$ cat config.mk
export PLATFORM = sky130hd
export DESIGN_NAME = aes_out_serializer
export DESIGN_NICKNAME = d
export VERILOG_FILES = /design/src/rtl/aes_pkg.sv /design/src/rtl/aes_block_fifo.sv /design/src/rtl/aes_out_serializer.sv
export SDC_FILE = /design/constraint.sdc
export NUM_CORES = 1
export LEC_CHECK = 0
export ABC_AREA = 1
export BUFFER_PORTS_ARGS = -buffer_cell sky130_fd_sc_hd__buf_4
export CORE_ASPECT_RATIO = 1.5
export CORE_MARGIN = 1
export CORE_UTILIZATION = 38
export DETAILED_ROUTE_END_ITERATION = 10
export PLACE_DENSITY = 0.64
export SYNTH_ARGS = -nofsm -noshare
export SYNTH_HDL_FRONTEND = slang
export SYNTH_SLANG_ARGS = --single-unit
$ cat constraint.sdc
create_clock -name clk -period 14.6 [get_ports clk]
set_clock_uncertainty 0.15 [all_clocks]
set_input_delay 0.73 -clock clk [delete_from_list [all_inputs] [get_ports clk]]
set_output_delay 0.73 -clock clk [all_outputs]
set_load 0.05 [all_outputs]
$ cat src/rtl/aes_pkg.sv
// Shared AES definitions: the block width, the block type, the serializer state encoding
// and the helper that gives the number of output words per block.
package aes_pkg;
  localparam int AES_BLOCK_W = 128;

  typedef logic [AES_BLOCK_W-1:0] aes_block_t;

  typedef enum logic {
    SER_EMPTY = 1'b0,
    SER_SEND  = 1'b1
  } ser_state_t;

  function automatic int words_per_block(input int out_w);
    return AES_BLOCK_W / out_w;
  endfunction
endpackage

$ cat src/rtl/aes_block_fifo.sv
// DEPTH x 128-bit synchronous block FIFO. It also reports the occupancy and head block
// as they will be after this clock edge, so the caller can register its outputs from them.
module aes_block_fifo
  import aes_pkg::*;
#(
  parameter int DEPTH = 4
) (
  input  logic                   clk,
  input  logic                   rst_n,
  input  logic                   push,
  input  logic                   pop,
  input  aes_block_t             din,
  output logic                   full,
  output logic [$clog2(DEPTH):0] level,
  output logic [$clog2(DEPTH):0] level_nxt,
  output aes_block_t             head_nxt
);
  localparam int PW = $clog2(DEPTH);
  localparam int LW = PW + 1;

  aes_block_t     mem [DEPTH];
  logic [PW-1:0]  wr_ptr;
  logic [PW-1:0]  rd_ptr;
  logic [PW-1:0]  head_idx;
  logic           empty;
  logic           wr_en;
  logic           rd_en;

  assign empty = (level == '0);
  assign full  = (level == LW'(DEPTH));
  assign rd_en = pop && !empty;
  // A full FIFO still takes a block when the head leaves in the same cycle.
  assign wr_en = push && (!full || rd_en);

  always_comb begin
    level_nxt = level;
    if (wr_en && !rd_en) begin
      level_nxt = level + 1'b1;
    end else if (rd_en && !wr_en) begin
      level_nxt = level - 1'b1;
    end
  end

  // The next head is the block being written now when it lands in the head slot.
  assign head_idx = rd_en ? rd_ptr + 1'b1 : rd_ptr;
  assign head_nxt = (wr_en && (wr_ptr == head_idx)) ? din : mem[head_idx];

  always_ff @(posedge clk or negedge rst_n) begin
    if (!rst_n) begin
      wr_ptr <= '0;
      rd_ptr <= '0;
      level  <= '0;
    end else begin
      if (wr_en) begin
        wr_ptr <= wr_ptr + 1'b1;
      end
      if (rd_en) begin
        rd_ptr <= rd_ptr + 1'b1;
      end
      level <= level_nxt;
    end
  end

  always_ff @(posedge clk) begin
    if (wr_en) begin
      mem[wr_ptr] <= din;
    end
  end
endmodule

$ cat src/rtl/aes_out_serializer.sv
// Buffers AES result blocks and streams each one MSB-first as OUT_W-bit words on valid/ready.
// Defining AES_OUT_PARITY_EN adds out_par, with even parity for each byte of out_data.
module aes_out_serializer
  import aes_pkg::*;
#(
  parameter int FIFO_DEPTH = 4,
  parameter int OUT_W      = 32
) (
  input  logic                        clk,
  input  logic                        rst_n,
  input  logic                        in_valid,
  input  aes_block_t                  in_data,
  output logic                        out_valid,
  input  logic                        out_ready,
  output logic [OUT_W-1:0]            out_data,
  output logic                        out_last,
  output logic [$clog2(FIFO_DEPTH):0] level,
  output logic                        overflow,
  input  logic                        clr_ovf,
`ifdef AES_OUT_PARITY_EN
  output logic [OUT_W/8-1:0]          out_par,
`endif
  output ser_state_t                  dbg_state
);
  localparam int WPB   = words_per_block(OUT_W);
  localparam int CNT_W = $clog2(WPB);
  localparam int LW    = $clog2(FIFO_DEPTH) + 1;

  // Handshake: a word moves when out_valid && out_ready on a rising edge. out_valid never
  // drops and out_data/out_last never change while a word is waiting.

  ser_state_t       state;
  logic [CNT_W-1:0] cnt;
  logic [CNT_W-1:0] cnt_nxt;
  logic             last_word;
  logic             hs;
  logic             pop;
  logic             drop;
  logic             full;
  logic             valid_nxt;
  logic [LW-1:0]    level_nxt;
  aes_block_t       head_nxt;
  aes_block_t       shifted;
  logic [OUT_W-1:0] word_nxt;

  assign out_valid = (state == SER_SEND);
  assign dbg_state = state;
  assign last_word = (cnt == CNT_W'(WPB - 1));
  assign hs        = out_valid && out_ready;
  assign pop       = hs && last_word;
  assign drop      = in_valid && full && !pop;
  assign valid_nxt = (level_nxt != '0);

  aes_block_fifo #(
    .DEPTH (FIFO_DEPTH)
  ) u_fifo (
    .clk       (clk),
    .rst_n     (rst_n),
    .push      (in_valid),
    .pop       (pop),
    .din       (in_data),
    .full      (full),
    .level     (level),
    .level_nxt (level_nxt),
    .head_nxt  (head_nxt)
  );

  always_comb begin
    cnt_nxt = cnt;
    if (hs) begin
      cnt_nxt = last_word ? '0 : cnt + 1'b1;
    end
    shifted  = head_nxt << (int'(cnt_nxt) * OUT_W);
    word_nxt = shifted[AES_BLOCK_W-1 -: OUT_W];
  end

`ifdef AES_OUT_PARITY_EN
  logic [OUT_W/8-1:0] par_nxt;

  always_comb begin
    par_nxt = '0;
    for (int i = 0; i < OUT_W / 8; i++) begin
      par_nxt[i] = ^word_nxt[8*i +: 8];
    end
  end

  always_ff @(posedge clk or negedge rst_n) begin
    if (!rst_n) begin
      out_par <= '0;
    end else begin
      out_par <= valid_nxt ? par_nxt : '0;
    end
  end
`endif

  always_ff @(posedge clk or negedge rst_n) begin
    if (!rst_n) begin
      state    <= SER_EMPTY;
      cnt      <= '0;
      out_data <= '0;
      out_last <= 1'b0;
      overflow <= 1'b0;
    end else begin
      case (state)
        SER_EMPTY: state <= valid_nxt ? SER_SEND : SER_EMPTY;
        SER_SEND:  state <= valid_nxt ? SER_SEND : SER_EMPTY;
        default:   state <= SER_EMPTY;
      endcase
      cnt      <= cnt_nxt;
      out_data <= valid_nxt ? word_nxt : '0;
      out_last <= valid_nxt && (cnt_nxt == CNT_W'(WPB - 1));
      // A new drop wins over a clear in the same cycle.
      if (drop) begin
        overflow <= 1'b1;
      end else if (clr_ovf) begin
        overflow <= 1'b0;
      end
    end
  end
endmodule

==> flow_metrics.tcl, run 1 <==
set metrics [dict create \
    syn_to_final_growth_pct 14.10 \
    postRouteWirelength_um 70360 \
    avgViaCountPerCell 5.489 \
    synthCells 2289 \
    total_power_w 0.006594 \
    crit_top_cell "nand2_1" \
    vias 17670 \
    postCtsSetupRepairBufs 0 \
    reg2reg_slack_ns 9.91 \
    final_cell_mix "nand3_1 (697), nand2_1 (688), edfxtp_1 (512)" \
    crit_path_start "u_fifo.level[0]$_DFF_PN0_" \
    globalplace.congestion 0.9023 \
    r2r_cells 15 \
    worstSetupPathType "reg -> reg" \
    htreeDepth 2 \
    path_max_fanout 103 \
    cts_tree "yes" \
    crit_chain "inv_1 -> ha_1 -> nand2_2 -> nand3_4 -> buf_4 -> nand2_8 -> nand2_1 -> nand2_2 -> nor2_4 -> buf_4 -> nand2_4 -> nand2_1 -> nand2_1 -> nand2_1 -> nor2_1" \
    core-area_um2 63340 \
    leakage_nw 10.91 \
    dp_slack_ns 9.849 \
    drive_gt1_share_pct 13.36 \
    io_pins 172 \
    worst_setup_path_start_kind "register" \
    relSlewSlack_pct 25.13 \
    antenna_found_initial 3 \
    die_w_um 208.7 \
    hold_class "in -> reg" \
    clock_sinks 556 \
    reg2reg_from "u_fifo.level[0]$_DFF_PN0_" \
    num_rows 113 \
    period_share_pct 32.10 \
    synth.distinct_cells 31 \
    final_common_cell "nand3_1" \
    wl_per_cell_um 21.86 \
    rsz0062_at_grt "false" \
    syn_nets 2430 \
    grt_overflow 0 \
    outcome "finished clean" \
    first_global_vias 16980 \
    power.density_nw_per_um2 237.2 \
    synth.avg_cell_area_um2 10.64 \
    setup_slack_ns 9.914 \
    period_needed_ns 4.686 \
    clk_pin_slew_ns 0.06 \
    worst_slew_pin_slew_ns 1.123 \
    ant_nets 0 \
    worstSkewPairLatency_ns 0.59 \
    hold_violations 0 \
    crit_arrival_ns 5.00 \
    critPathRequiredTime_ns 14.91 \
    synth_warnings 0 \
    end_kind "register" \
    drv_cap 0 \
    fmax_mhz 213.4 \
    ys_seq_area_share_pct 67.63 \
    track_usage_pct 21.34 \
    setup_tns_ns 0 \
    setup_viol 0 \
    start_util_pct 38.46 \
    drt-pass1-iter-count 6 \
    slowest_delay_ns 0.82 \
    portBuffers 171 \
    die_area_um2 65140 \
    cts-buffers-inserted 52 \
    grt_max_degree 104 \
    cp-endpoint "out_data[13]$_DFF_PN0_" \
    vdd_drop_max_mv 0.1350 \
    first_iter_violations 1922 \
    die_h_um 312.1 \
    clockBufferDepth 3 \
    grt_first_pass_wirelength_um 106000 \
    drc 0 \
    synthesis.area_um2 24360 \
    dp_hpwl_um 44100 \
    root_buffer "clkbuf_16" \
    synth_seq_cells 556 \
    cp_slowest_cell "buf_4" \
    cts_resized 0 \
    maxSlewViolCount 0 \
    nets 2510 \
    r2r-end "out_data[13]$_DFF_PN0_" \
]
state kept, by name, summed over array words and instances (netlist names):
signal and flops:
u_fifo.level 3, dbg_state 1, out_last 1, u_fifo.mem 512, overflow 1, u_fifo.wr_ptr 2, out_data 32, u_fifo.rd_ptr 2
cnt 2
routing by layer:
metal	GRT usage [%]	part of all wire, %
met2	34.15	47
met3	2.763	6.3
met4	14.32	7.1
met1	27.12	39
met5	0	0
where the power goes:
group,switching [W],total [W],leakage (nW),internal (W)
combinational,0.00221,0.00297,4.84,0.000757
clock,0.000590,0.00136,0.846,0.000770
sequential,0.000135,0.00226,5.23,0.00213
total,0.00294,0.00659,10.9,0.00366
synth_stat cells (all sizes together):
library cell | n | area share, %
or2 | 2 | 0.051
nand4 | 1 | 0.026
dfrtp | 44 | 4.5
xor2 | 3 | 0.11
inv | 58 | 0.89
clkbuf | 20 | 0.31
xnor2 | 1 | 0.036
a21oi | 34 | 0.70
o211ai | 1 | 0.031
o21ai | 3 | 0.077
nand3 | 709 | 15
buf | 150 | 3.2
ha | 8 | 0.41
nand2 | 697 | 11
edfxtp | 512 | 63
o22ai | 1 | 0.026
and2 | 1 | 0.026
o21a | 1 | 0.031
nor2 | 43 | 0.77
critical path: cells and delay by family, from the launching register on:
| family | cells | cell delay, ns |
|---|---|---|
| flops | 1 | 0.39 |
| buf+inv | 3 | 1.49 |
| fa+ha+maj | 1 | 0.23 |
| simple gates | 11 | 2.17 |
worst min path at each step:
stage | cells after the start | end | from | slack, ns
2_1_floorplan | 0 | cnt[0]$_DFF_PN0_ | rst_n | 0.28
3_3_place_gp | 2 | overflow$_DFFE_PN0P_ | overflow$_DFFE_PN0P_ | 0.38
3_5_place_dp | 2 | overflow$_DFFE_PN0P_ | overflow$_DFFE_PN0P_ | 0.38
4_1_cts | 1 | u_fifo.mem[2][92]$_DFFE_PP_ | in_data[92] | 0.16
5_1_grt | 1 | u_fifo.mem[2][92]$_DFFE_PP_ | in_data[92] | 0.18
6_report | 2 | overflow$_DFFE_PN0P_ | clr_ovf | 0.19
through the flow:
step | cells | utilization, % | hold slack, ns | area [um2]
floorplan | 2289 | - | 0.2844 | 24360
global placement | 3119 | 41.16 | 0.3781 | 26070
detailed placement | 3119 | 41.16 | 0.3804 | 26070
CTS | 3216 | 43.87 | 0.1612 | 27790
global route | 3218 | 43.88 | 0.1753 | 27800
finish | 3218 | 43.88 | 0.1899 | 27800
kinds of logic (layout without fill, tap and decap cells):
kind of cell | count (synthesis) | count (layout) | synth area share (%)
compound gates | 40 | 40 | 0.8629
other cells | 0 | 2 | 0
simple gates | 1453 | 1453 | 26.56
fa+ha+maj | 8 | 8 | 0.4109
flops | 556 | 556 | 67.63
xor+xnor | 4 | 4 | 0.1438
buf+inv | 228 | 350 | 4.386
final cells by class:
cell class / instances / area, um2
Inverter: 58 / 220.2
Clock inverter: 28 / 265.3
Sequential cell: 556 / 16480
Tap cell: 805 / 1007
Multi-Input combinational cell: 1505 / 6905
Timing Repair Buffer: 196 / 1474
Fill cell: 5840 / 35550
Clock buffer: 68 / 1443
Antenna cell: 2 / 5.005
timing repair:
item	CTS	global route
endpoints found under the hold margin	3	0
hold buffers	1	0
setup endpoints to repair	0	0
(Power assumes the default switching activity.)
==> inputs of run 2 (changes only) <==
Settings changed: ABC_AREA 1 to 0.
Clock period 14.6 ns to 4.6 ns, I/O delays scaled along.
==> flow_metrics.tcl, run 2 <==
set metrics [dict create \
    period_needed_ns 3.826 \
    combinationalPowerShare_pct 46.4 \
    critPathBufInv 1 \
    first_iter_violations 1985 \
    rsz0062_at_grt "false" \
    drv_cap 0 \
    drive_gt1_share_pct 28.18 \
    critPathRequiredTime_ns 4.87 \
    r2r_cells 9 \
    yosysMostFrequentCell "edfxtp_1" \
    synthCells 1756 \
    ys_seq_area_share_pct 61.46 \
    grt_overflow 0 \
    ant_nets 0 \
    syn_to_final_growth_pct 21.01 \
    drc 0 \
    seqPwrFrac_pct 32.7 \
    worstSkewPairLatency_ns 0.61 \
    crit_arrival_ns 4.09 \
    vdd_drop_max_mv 0.5178 \
    reg2reg_from "cnt[0]$_DFF_PN0_" \
    yosysTopAreaCell "edfxtp_1" \
    power.density_nw_per_um2 693.2 \
    power_switching_w 0.009020 \
    num_rows 118 \
    fmax_mhz 261.4 \
    vias 18220 \
    setup_slack_ns 0.7741 \
    async_flop_share_pct 7.914 \
    dp_hpwl_um 48390 \
    postCtsSetupRepairBufs 0 \
    relSlewSlack_pct 33.78 \
    setup_tns_ns 0 \
    ys.flop_type "edfxtp_1" \
    crit_chain "ha_1 -> and3_1 -> and4_1 -> o211ai_2 -> and2_4 -> buf_4 -> o21ai_0 -> a311oi_1 -> a2111oi_1" \
    hold_class "in -> async" \
    netSwitchingFraction_pct 40.11 \
    synth_edf_count 512 \
    synth_seq_cells 556 \
    io_pins 172 \
    core-area_um2 69390 \
    intPower_w 0.01347 \
    end_kind "register" \
    worst_setup_path_start_kind "register" \
    dp_slack_ns 0.7469 \
    worstSetupPathType "reg -> reg" \
    start_util_pct 38.64 \
    crit_path_start "cnt[0]$_DFF_PN0_" \
    portBuffers 171 \
    synthesis.area_um2 26810 \
    antenna_found_initial 15 \
    first_global_vias 18970 \
    grt_first_pass_wirelength_um 118100 \
    hold_violations 0 \
    cts-buffers-inserted 51 \
    ys_top_cells_by_area "edfxtp_1 (57%), mux4_2 (11%), mux2i_1 (4.5%), dfrtp_1 (4.1%), mux2_2 (2.8%)" \
    clockBufferDepth 3 \
    maxSlewViolCount 0 \
    top_regs "u_fifo.mem x512, out_data x32, u_fifo.level x3" \
    regMostFlops "u_fifo.mem" \
    clock_sinks 556 \
    die_w_um 218.9 \
    yosys-top-cells-count "edfxtp_1 (512), mux4_2 (133), nand2_1 (128)" \
    root_buffer "clkbuf_16" \
    largest_register_ffs 512 \
    worst-path-stages 9 \
    path_max_fanout 47 \
    cts_resized 0 \
    cts_tree "yes" \
    leakage_nw 10.75 \
    final_cell_mix "edfxtp_1 (512), buf_4 (226), mux4_2 (133)" \
    synth.distinct_cells 59 \
    pwr-share-clk_pct 20.9 \
    drt-pass1-iter-count 6 \
    die_h_um 327.3 \
    avgViaCountPerCell 6.103 \
    postRouteWirelength_um 78650 \
    track_usage_pct 21.88 \
    cp_top_family "simple AND/OR/NAND/NOR gates" \
    grt_max_degree 163 \
    die_area_um2 71640 \
    htreeDepth 2 \
    clk_pin_slew_ns 0.07 \
    wl_per_cell_um 26.35 \
    final_common_cell "edfxtp_1" \
    synth_warnings 0 \
    setup_viol 0 \
    place_area_um2 29240 \
    syn_nets 1897 \
    globalplace.congestion 0.8160 \
    slowest_delay_ns 0.75 \
    outcome "finished clean" \
    period_share_pct 83.17 \
    yosysTopAreaCellShare_pct 57.35 \
    cp_slowest_cell "and2_4" \
    synth.avg_cell_area_um2 15.27 \
    worst_slew_pin_slew_ns 0.9934 \
    stdcell_area_um2 32440 \
    nets 2174 \
]
run 2: cell count changes after synthesis, moves of 45 or more:
cell,delta
o211ai_1,+53
mux2_2,+66
clkbuf_1,+59
nand3_1,-680
inv_1,-45
buf_2,-105
nor3_1,+64
mux2i_1,+120
mux4_2,+133
o21ai_0,+86
nand2_1,-562
run 2: final timing paths:
| path | end | slack (ns) |
|---|---|---|
| max | out_data[3]$_DFF_PN0_ | 0.77 |
| min | out_data[1]$_DFF_PN0_ | 0.13 |
| max reg2reg | out_data[3]$_DFF_PN0_ | 0.77 |
| min reg2reg | u_fifo.level[0]$_DFF_PN0_ | 0.45 |
| max in group asynchronous | u_fifo.rd_ptr[0]$_DFF_PN0_ | 3.54 |
| min in group clk | u_fifo.level[1]$_DFF_PN0_ | 0.16 |
run 2: repair_timing:
item | CTS | global route
hold buffers | 132 | 0
endpoints found under the hold margin | 591 | 0
endpoints found under the setup margin | 0 | 0
run 2: worst register-to-register path: cells and delay by family, from the launching register on:
family                   cells  cell delay [ns]
AO/OA/AOI/OAI                4             1.20
buffers and inverters        1             0.30
flip-flops                   1             0.40
AND/OR/NAND/NOR              3             1.33
adder cells (fa/ha/maj)      1             0.24
run 2: power groups by stage:
stage / Sequential (W) / Clock [W] / Combinational [W]
after global routing: 0.00743 / 0.00493 / 0.0111
after global placement: 0.00736 / 0 / 0.0101
final: 0.00735 / 0.00470 / 0.0104
after floorplan: 0.00779 / 0 / 0.00638
after detailed placement: 0.00744 / 0 / 0.0103
after CTS: 0.00733 / 0.00475 / 0.0104
run 2: cells by family (layout without fill, tap and decap cells):
logic type	Yosys count	after routing	share of synthesized area [%]
other cells	0	9	0
compound gates	428	428	11.69
simple gates	279	279	4.695
buf+inv	161	481	3.202
flops	556	556	61.46
mux	319	319	18.43
xor+xnor	5	5	0.1633
fa+ha+maj	8	8	0.3734
run 2: cell type report:
cell class	instances	area [um2]
clock buffers	64	1416
inverters	9	38.79
fillers	5958	36950
flip-flops and latches	556	16480
multi-input cells	1039	9535
clock inverters	32	440.4
repair buffers	376	3378
well taps	900	1126
diodes	9	22.52
run 2: per-layer routing:
layer  GRT usage, %  wire length [um]
met1          28.03             30810
met2          36.59             39100
met3          3.491              5858
met4          9.420              2813
met5              0                75
run 2: stage by stage:
step           hold WS (ns)  power (W)  cells  utilization, %
2_1_floorplan       -0.2156    0.01417   1756               -
3_3_place_gp         0.2112    0.01749   2748           42.14
3_5_place_dp         0.2111    0.01774   2748           42.14
4_1_cts              0.1284    0.02253   2976           46.72
5_1_grt              0.1994    0.02345   2984           46.75
6_report             0.1283    0.02249   2985           46.75
==> inputs of run 3 (changes only) <==
Settings changed: ABC_AREA 0 to 1, PLACE_DENSITY 0.64 to 0.66.
Clock period 4.6 ns to 3.5 ns, I/O delays scaled along.
==> flow_metrics.tcl, run 3 (synthesis gave the netlist of run 1 again) <==
set metrics [dict create \
    outcome "finished clean" \
    start_util_pct 38.46 \
    htreeDepth 2 \
    wl_per_cell_um 21.59 \
    hp-start "out_ready" \
    largest_register_ffs 512 \
    globalplace.congestion 0.9137 \
    portBuffers 171 \
    regMostFlops "u_fifo.mem" \
    worstSetupPathType "reg -> reg" \
    drt-pass1-iter-count 5 \
    min_path_cells 6 \
    hold_ws_ns 0.04072 \
    hold_class "in -> reg" \
    antenna_found_initial 10 \
    rsz0062_at_grt "false" \
    num_rows 113 \
    maxSlewViolCount 0 \
    path_max_fanout 97 \
    postCtsSetupRepairBufs 0 \
    clockBufferDepth 3 \
    vias 18540 \
    nets 2676 \
    grt_overflow 0 \
    r2r-end "out_data[16]$_DFF_PN0_" \
    top_regs "u_fifo.mem x512, out_data x32, u_fifo.level x3" \
    critPathRequiredTime_ns 3.87 \
    worstSkewPairLatency_ns 0.61 \
    hold_end "u_fifo.wr_ptr[0]$_DFFE_PN0P_" \
    leakage_nw 11.68 \
    dp.cells 3151 \
    first_iter_violations 1750 \
    grt_first_pass_wirelength_um 111500 \
    total_power_w 0.02845 \
    io_pins 172 \
    busiest_layer "met2" \
    die_area_um2 65140 \
    relSlewSlack_pct 35.62 \
    power.density_nw_per_um2 960.5 \
    core-area_um2 63340 \
    stdcell_area_um2 29620 \
    cts_tree "yes" \
    vdd_drop_max_mv 0.7457 \
    postRouteWirelength_um 73160 \
    hold_buffers 134 \
    fill_cells 5733 \
    period_needed_ns 3.052 \
    first_global_vias 18300 \
    use_met1_pct 27.84 \
    die_w_um 208.7 \
    reg2reg_from "cnt[0]$_DFF_PN0_" \
    root_buffer "clkbuf_16" \
    layout.cells.non_filler 3388 \
    hold_violations 0 \
    crit_arrival_ns 3.42 \
    period_share_pct 87.21 \
    cts-buffers-inserted 53 \
    track_usage_pct 22.34 \
    r2r_cells 15 \
    worst_setup_path_start_kind "register" \
    ant_nets 0 \
    syn_to_final_growth_pct 21.60 \
    final_cell_mix "nand3_1 (697), nand2_1 (688), edfxtp_1 (512)" \
    grt_use_met3_pct 2.693 \
    drv_cap 0 \
    cts_resized 0 \
    grt_use_met2_pct 37.02 \
    drc 0 \
    fmax_mhz 327.6 \
    clk_pin_slew_ns 0.07 \
    place_area_um2 26610 \
    dp_hpwl_um 45650 \
    reg2reg_slack_ns 0.45 \
    drive_gt1_share_pct 13.38 \
    end_kind "register" \
    grt_max_degree 157 \
    clock_sinks 556 \
    avgViaCountPerCell 5.473 \
    setup_viol 0 \
    final_common_cell "nand3_1" \
    die_h_um 312.1 \
    worst_slew_pin_slew_ns 0.9657 \
]
[run 3: cell types whose count changed in the layout (fill, tap and decap cells not counted), moves of 35 or more]
cell,before,now
o211ai_1,54,1
o21ai_0,87,1
nand3_1,17,697
mux2i_1,118,0
inv_1,6,48
a31oi_1,37,0
nand2_1,127,688
o22ai_1,36,1
nor3_1,64,0
mux2_2,66,0
mux4_2,133,0
[run 3: area by class of cell]
class	instances	area, um2	area share [%]
inverters	58	222.7	0.7518
diodes	5	12.51	0.04224
repair buffers	361	3331	11.24
well taps	805	1007	3.400
clock inverters	21	173.9	0.5871
multi-input cells	1505	6918	23.35
clock buffers	77	1479	4.993
flip-flops and latches	556	16480	55.63
[run 3: metal layers]
| metal | vias to the layer above | wire (um) |
|---|---|---|
| met3 | 177 | 4753 |
| met1 | 9076 | 28010 |
| li1 | 8475 | - |
| met2 | 814 | 35780 |
| met4 | 2 | 4598 |
| met5 | - | 13 |
[run 3: report_power, final]
group / switching, W / total [W] / internal (W) / leakage, nW
registers: 0.000567 / 0.00944 / 0.00887 / 5.22
clock network: 0.00243 / 0.00557 / 0.00314 / 0.810
logic: 0.00960 / 0.0134 / 0.00384 / 5.65
total: 0.0126 / 0.0285 / 0.0159 / 11.7
[run 3: how the worst max path moves through the flow]
stage,start,endpoint
4_1_cts,u_fifo.level[0]$_DFF_PN0_,out_data[13]$_DFF_PN0_
2_1_floorplan,u_fifo.level[0]$_DFF_PN0_,u_fifo.mem[0][0]$_DFFE_PP_
6_report,cnt[0]$_DFF_PN0_,out_data[16]$_DFF_PN0_
3_5_place_dp,u_fifo.level[0]$_DFF_PN0_,out_data[13]$_DFF_PN0_
3_3_place_gp,u_fifo.level[0]$_DFF_PN0_,out_data[13]$_DFF_PN0_
5_1_grt,cnt[0]$_DFF_PN0_,out_data[14]$_DFF_PN0_
[run 3: critical path: stages (launching register included)]
cell and delay [ns]:
dfrtp_1 0.37, ha_1 0.21, inv_2 0.06, nor2_4 0.16, nand3_4 0.16, nand2_8 0.12
buf_12 0.39, buf_4 0.44, nand2_1 0.09, nand3_1 0.10, nand3_1 0.08, nand2_1 0.08
nand2_1 0.05, nand2_1 0.08, nand2_1 0.12, nor2_1 0.21
[run 3: stage by stage]
stage | setup TNS (ns) | setup WS, ns | util [%]
finish | 0 | 0.4478 | 46.77
floorplan | -121.39 | -0.2517 | -
global placement | 0 | 0.4568 | 42.00
detailed placement | 0 | 0.4845 | 42.00
CTS | 0 | 0.4915 | 46.75
global route | 0 | 0.2549 | 46.76
